File: config.mk
export PLATFORM = sky130hd
export DESIGN_NAME = fifo_rd_drain_flat
export DESIGN_NICKNAME = d
export VERILOG_FILES = /design/src/rtl/fifo_rd_drain_if.sv /design/src/rtl/fifo_rd_drain.sv /design/src/flat_wrapper.sv
export SDC_FILE = /design/constraint.sdc
export NUM_CORES = 1
export LEC_CHECK = 0
export ABC_AREA = 1
export ABC_CLOCK_PERIOD_IN_PS = 3300
export CAP_MARGIN = 5
export CORE_UTILIZATION = 56
export CTS_BUF_LIST = sky130_fd_sc_hd__clkbuf_2
export DETAILED_ROUTE_END_ITERATION = 7
export PLACE_DENSITY = 0.88
export SYNTH_ARGS = -nofsm -noshare
export SYNTH_HDL_FRONTEND = slang
export SYNTH_SLANG_ARGS = --single-unit
export TNS_END_PERCENT = 5
File: constraint.sdc
create_clock -name r_clk -period 3.3 [get_ports r_clk]
set_clock_uncertainty 0.1 [all_clocks]
set_input_delay 0.495 -clock r_clk [delete_from_list [all_inputs] [get_ports r_clk]]
set_output_delay 0.495 -clock r_clk [all_outputs]
set_load 0.01 [all_outputs]
File: src/rtl/fifo_rd_drain_if.sv
// Handshake bundle between the FIFO read side, the drain block and the downstream stream.
interface fifo_rd_drain_if #(
    parameter int unsigned WIDTH = 32,
    parameter int unsigned CNT_W = 16
);
    logic             en;
    logic             fifo_empty;
    logic [WIDTH-1:0] data_out;
    logic             rd_req;
    logic             m_valid;
    logic [WIDTH-1:0] m_data;
    logic             m_ready;
    logic [CNT_W-1:0] word_cnt;
    logic             busy;

    modport master (
        input  en, fifo_empty, data_out, m_ready,
        output rd_req, m_valid, m_data, word_cnt, busy
    );

    modport slave (
        output en, fifo_empty, data_out, m_ready,
        input  rd_req, m_valid, m_data, word_cnt, busy
    );
endinterface

File: src/rtl/fifo_rd_drain.sv
// Async-FIFO read-side drain: credit-based read issue, 2-entry skid buffer,
// delivered-word counter and an IDLE/ACTIVE/DRAINING activity FSM.
module fifo_rd_drain #(
    parameter int unsigned WIDTH = 32,
    parameter int unsigned CNT_W = 16
) (
    input  logic            r_clk,
    input  logic            rrst,
    fifo_rd_drain_if.master bus
);
    localparam int unsigned OCC_W  = 2;
    localparam int unsigned CRED_W = 3;

    typedef enum logic [1:0] {
        IDLE     = 2'd0,
        ACTIVE   = 2'd1,
        DRAINING = 2'd2
    } state_e;

    state_e             state_q, state_d;
    logic [OCC_W-1:0]   occ_q, occ_d;
    logic               infl_q;
    logic [WIDTH-1:0]   head_q, head_d;
    logic [WIDTH-1:0]   tail_q, tail_d;
    logic [CNT_W-1:0]   cnt_q, cnt_d;
    logic               valid_q, valid_d;
    logic               busy_q, busy_d;

    logic               pop_c;
    logic               rd_req_c;
    logic [CRED_W-1:0]  credit_c;

    // Credit check: entries held after this cycle must leave room for the new read.
    always_comb begin
        pop_c    = valid_q && bus.m_ready;
        credit_c = CRED_W'(occ_q) + CRED_W'(infl_q) - CRED_W'(pop_c);
        rd_req_c = !rrst && bus.en && !bus.fifo_empty && (credit_c < CRED_W'(2));
    end

    // Skid buffer and counter next state; head is always the oldest word.
    always_comb begin
        occ_d  = occ_q;
        head_d = head_q;
        tail_d = tail_q;
        cnt_d  = cnt_q;
        if (pop_c) begin
            cnt_d = cnt_q + CNT_W'(1);
        end
        case ({infl_q, pop_c})
            2'b10: begin
                if (occ_q == OCC_W'(0)) begin
                    head_d = bus.data_out;
                    occ_d  = OCC_W'(1);
                end else begin
                    tail_d = bus.data_out;
                    occ_d  = OCC_W'(2);
                end
            end
            2'b01: begin
                if (occ_q == OCC_W'(2)) begin
                    head_d = tail_q;
                end
                occ_d = occ_q - OCC_W'(1);
            end
            2'b11: begin
                if (occ_q == OCC_W'(2)) begin
                    head_d = tail_q;
                    tail_d = bus.data_out;
                end else begin
                    head_d = bus.data_out;
                end
            end
            default: ;
        endcase
        valid_d = (occ_d != OCC_W'(0));
    end

    // Activity FSM; leaving DRAINING looks at the post-update occupancy.
    always_comb begin
        state_d = state_q;
        case (state_q)
            IDLE: begin
                if (bus.en) state_d = ACTIVE;
            end
            ACTIVE: begin
                if (!bus.en) begin
                    state_d = ((occ_q != OCC_W'(0)) || infl_q) ? DRAINING : IDLE;
                end
            end
            DRAINING: begin
                if (bus.en) begin
                    state_d = ACTIVE;
                end else if ((occ_d == OCC_W'(0)) && !rd_req_c) begin
                    state_d = IDLE;
                end
            end
            default: state_d = IDLE;
        endcase
        busy_d = (state_d != IDLE);
    end

    always_ff @(posedge r_clk) begin
        if (rrst) begin
            state_q <= IDLE;
            occ_q   <= '0;
            infl_q  <= 1'b0;
            head_q  <= '0;
            tail_q  <= '0;
            cnt_q   <= '0;
            valid_q <= 1'b0;
            busy_q  <= 1'b0;
        end else begin
            state_q <= state_d;
            occ_q   <= occ_d;
            infl_q  <= rd_req_c;
            head_q  <= head_d;
            tail_q  <= tail_d;
            cnt_q   <= cnt_d;
            valid_q <= valid_d;
            busy_q  <= busy_d;
        end
    end

    assign bus.rd_req   = rd_req_c;
    assign bus.m_valid  = valid_q;
    assign bus.m_data   = head_q;
    assign bus.word_cnt = cnt_q;
    assign bus.busy     = busy_q;
endmodule

File: src/flat_wrapper.sv
// flat-port wrapper written by rule: the top's interface ports become plain ports
module fifo_rd_drain_flat 
#(
    parameter int unsigned WIDTH = 32,
    parameter int unsigned CNT_W = 16
)
  (r_clk, rrst, bus_en, bus_fifo_empty, bus_data_out, bus_m_ready, bus_rd_req, bus_m_valid, bus_m_data, bus_word_cnt, bus_busy);
  fifo_rd_drain_if #(.WIDTH(WIDTH), .CNT_W(CNT_W)) bus_i ();
  input  logic r_clk;
  input  logic rrst;
  input wire logic [$bits(bus_i.en)-1:0] bus_en;
  input wire logic [$bits(bus_i.fifo_empty)-1:0] bus_fifo_empty;
  input wire logic [$bits(bus_i.data_out)-1:0] bus_data_out;
  input wire logic [$bits(bus_i.m_ready)-1:0] bus_m_ready;
  output wire logic [$bits(bus_i.rd_req)-1:0] bus_rd_req;
  output wire logic [$bits(bus_i.m_valid)-1:0] bus_m_valid;
  output wire logic [$bits(bus_i.m_data)-1:0] bus_m_data;
  output wire logic [$bits(bus_i.word_cnt)-1:0] bus_word_cnt;
  output wire logic [$bits(bus_i.busy)-1:0] bus_busy;
  assign bus_i.en = bus_en;
  assign bus_i.fifo_empty = bus_fifo_empty;
  assign bus_i.data_out = bus_data_out;
  assign bus_i.m_ready = bus_m_ready;
  assign bus_rd_req = bus_i.rd_req;
  assign bus_m_valid = bus_i.m_valid;
  assign bus_m_data = bus_i.m_data;
  assign bus_word_cnt = bus_i.word_cnt;
  assign bus_busy = bus_i.busy;
  fifo_rd_drain #(.WIDTH(WIDTH), .CNT_W(CNT_W)) u_core (.r_clk(r_clk), .rrst(rrst), .bus(bus_i));
endmodule
==> results.md <==
* Status: finished, final reports clean
* Final Non-Filler Cells at 750
* Sequence of cells on the critical path: clkdlybuf4s50_1 > nand2_1 > nor2_1 > o21ai_0 > fa_1 > inv_1 > nor2_1 > o21ai_0 > nor2_1 > dlygate4sd2_1
* Worst-case headroom to the max-slew limit at around three fifths
* Pin slew with the least headroom to its limit at between 0.5 and 0.6 ns
* Num ports at just under 90
* Weighted congestion reported at the end of routability-driven placement at slightly below 0.8
* Fraction of post-synthesis cell area in the top cell type by area at 44.5%
* Layout-stage area growth over the synthesis result at 26.2%
* Largest fanout of any net on the critical path at 4
* Clock latency reported for the late side of the worst-skew pair at roughly 0.5 ns
* Worst setup SP type: primary input
* Data required time at the worst endpoint at roughly 2.7 ns
* Vertical die dimension at roughly 86 um
* Max Fclk at between 0.3 and 0.4 GHz
* Cell seen most often among critical-path stages: sky130_fd_sc_hd__nor2_1
* Post-route cell area at a little under 5000 um2
* Level count of the clock H-tree at 3
* Unrepaired setup endpoints after global routing: false
* Residual overflow from global routing at 0
* Area taken by flip-flops and latches at 1740 um2
* Max-cap violations at 0
* Power per Cell Area at approximately 530 nW/um2
* Pin count of the biggest net entering global routing at 46
* Endpoint type of the worst setup path: primary output
* Largest voltage drop on the vdd net at 305 uV
* Post-layout util at between 70% and 80%
* Number of cells produced by synthesis at around 570
* Bufs on Longest Clock Path at 2
* Distinct cell type count of the synthesized netlist at 27
* CP peak stage delay at roughly 0.50 ns
* Number of nets in the synthesized netlist at 612
* Starting DRC count in detailed routing at between 200 and 300
* Total area of multi-input combinational cells at 1650 um2
* Vias/cell at just over 5
* Setup violation total in the final timing report at 0
* Worst Path Buf+Inv at 3
* Global-route wire length before repair at between 15000 and 20000 um
* Initial core utilization at approximately 58%
* Number of instances in the placed design at about 730
* Number of global-route vias before repair at 3666
* Worst Setup Slack, final at 0.232 ns
* Clock buffers created by TritonCTS at 9
* Number of buffers inserted for hold repair after clock tree synthesis at 0
* Part of the Yosys area used for sequential elements at between 40% and 50%
* Number of buffers added on ports at 87
* Cell at the slowest stage of the critical path: sky130_fd_sc_hd__fa_1
* Syn avg cell area at between 6 and 7 um2
* Final HPWL DP at between 6000 and 7000 um
* DR DRC count at 0
* EDFF count, synth at 0
* Core Area at around 6800 um2
* Cell type with the largest total area after synthesis: sky130_fd_sc_hd__dfxtp_1
* Post-synthesis register bit count at 87
* Number of detailed-routing iterations run before antenna repair at 5
* Die span in x at about 86 um
* Final period utilization at around 93%
* Count of filler cells inserted in the layout at ~570
* Max-slew violation total from the final report at 0
* Critical path data arrival time at between 2 and 2.5 ns
* Path category of the worst min-delay check: in -> reg
* Leakage power at 2.32 nW
* Clock sink count at 87
* Row Count at 30
* Top delay family on crit path: buffers and inverters
* Category of the most critical setup path: in -> out
* Antenna violations before repair at 0
* Total routing resource utilization after global routing at around a quarter
* Top post-synthesis cells by area: sky130_fd_sc_hd__dfxtp_1 (44%), sky130_fd_sc_hd__a21oi_1 (10%), sky130_fd_sc_hd__inv_1 (9.4%)
* Final WL at 8810 um
* Clock transition at path regs at 0.21 ns
* Die ar. at ~7300 um2
* Mapped cell area at a little under 4000 um2
* Buffers inserted by post-CTS timing repair at 0
* Pre-CTS setup slack at -0.0444 ns
* Number of antenna-violating nets in the routed design at 0
* First element of the critical path: bus_m_ready
* Async set-or-reset flop fraction in the synthesized netlist at 0%
* CTS tree: yes
* Beginning of the worst register-to-register path: u_core.occ_q[1]$_SDFF_PP0_
* Share of layout cells above drive strength 1 at about 5.2%
* Total via count after detailed routing at 3797
* Diode insertion count for antenna repair at 0
* Top_reg_cell synth: sky130_fd_sc_hd__dfxtp_1
* Post-DP Area at 4830 um2
* Fin crit period at about 3 ns
* Clock Root Buffer: sky130_fd_sc_hd__clkbuf_2
* Hold violation count in the final report at 0
* Synth warn at 0
* Average routed wire per standard cell at between 10 and 15 um
* Number of nets in the layout at 690
* Beginning of the worst hold path: rrst
==> routing by layer <==
layer | part of all wire, % | vias up | GRT usage (%)
met1 | 45 | 1734 | 30.6
met2 | 49 | 108 | 45.9
met3 | 4.1 | 18 | 3.66
li1 | - | 1937 | -
met5 | 0 | - | 0
met4 | 1.7 | 0 | 12.0
==> per-stage QoR <==
step	hold WS [ns]	power, W	TNS [ns]
final	0.242	0.00264	0
after global routing	0.262	0.00282	0
after CTS	0.203	0.00265	0
after detailed placement	0.375	0.00213	-0.0444
after global placement	0.357	0.00209	0
after floorplan	0.341	0.00180	0
==> timing repair <==
action | CTS | global route
resized for setup | 2 | 0
setup endpoints to repair | 1 | 0
endpoints found under the hold margin | 0 | 0
==> synthesized netlist by cell type (2+ instances only) <==
cell                       number
sky130_fd_sc_hd__nand2_1       77
sky130_fd_sc_hd__nand3_1       10
sky130_fd_sc_hd__o21ai_0       61
sky130_fd_sc_hd__inv_2          2
sky130_fd_sc_hd__ha_1           3
sky130_fd_sc_hd__buf_4          4
sky130_fd_sc_hd__inv_1         98
sky130_fd_sc_hd__nor2_1        95
sky130_fd_sc_hd__nand4_1        4
sky130_fd_sc_hd__o21ai_1       16
sky130_fd_sc_hd__dfxtp_1       87
sky130_fd_sc_hd__buf_2         14
sky130_fd_sc_hd__a21oi_1       78
sky130_fd_sc_hd__clkbuf_1       9
==> layout make-up <==
class	instances	share of cell area, %
Tap cell	96	2.43
Clock buffer	10	1.01
Timing Repair Buffer	95	19.0
Inverter	101	7.67
Multi-Input combinational cell	355	33.4
Sequential cell	87	35.3
Clock inverter	6	1.24
==> worst min-delay path, cell delays in order <==
cell and delay, ns:
sky130_fd_sc_hd__buf_2 0.09, sky130_fd_sc_hd__clkinv_1 0.07, sky130_fd_sc_hd__nand3_1 0.10, sky130_fd_sc_hd__nor2_1 0.06
==> kinds of logic after synthesis <==
logic type,after synthesis,synth area share [%]
AO/OA/AOI/OAI,158,20.7
buffers and inverters,129,13.4
flip-flops,87,44.5
XOR/XNOR,1,0.224
AND/OR/NAND/NOR,192,19.8
adder cells (fa/ha/maj),4,1.47
==> state kept, by name (all words and copies together), names as in the netlist <==
| name | count |
|---|---|
| u_core.tail_q | 32 |
| u_core.bus.m_data | 32 |
| u_core.state_q | 2 |
| u_core.bus.word_cnt | 16 |
| u_core.occ_q | 2 |
| u_core.bus.busy | 1 |
| u_core.infl_q | 1 |
| u_core.bus.m_valid | 1 |
==> power breakdown <==
group	switching (W)	internal, W
logic	0.000467	0.000375
clock network	0.000358	0.000176
registers	0.0000800	0.00119
==> worst paths after layout <==
kind	cells past startpoint	slack, ns	to
worst max-delay path	10	0.23	bus_rd_req
worst min-delay path	4	0.24	u_core.infl_q$_SDFF_PP0_
worst max register to register	11	1.19	u_core.bus.m_data[0]$_SDFFE_PP0P_
worst min register to register	2	0.40	u_core.bus.word_cnt[7]$_SDFFE_PP0P_
==> layout by cell type, fill, tap and decap left out, types with 2 or more instances in the layout <==
cell type / n
sky130_fd_sc_hd__nor2_1: 95
sky130_fd_sc_hd__clkdlybuf4s50_1: 85
sky130_fd_sc_hd__nand4_1: 4
sky130_fd_sc_hd__a21oi_1: 78
sky130_fd_sc_hd__inv_1: 98
sky130_fd_sc_hd__clkbuf_2: 10
sky130_fd_sc_hd__buf_4: 7
sky130_fd_sc_hd__nand3_1: 10
sky130_fd_sc_hd__o21ai_0: 61
sky130_fd_sc_hd__ha_1: 3
sky130_fd_sc_hd__inv_2: 2
sky130_fd_sc_hd__clkinv_2: 3
sky130_fd_sc_hd__o21ai_1: 16
sky130_fd_sc_hd__dfxtp_1: 86
sky130_fd_sc_hd__nand2_1: 77
Power figures use the tool's default switching activity.
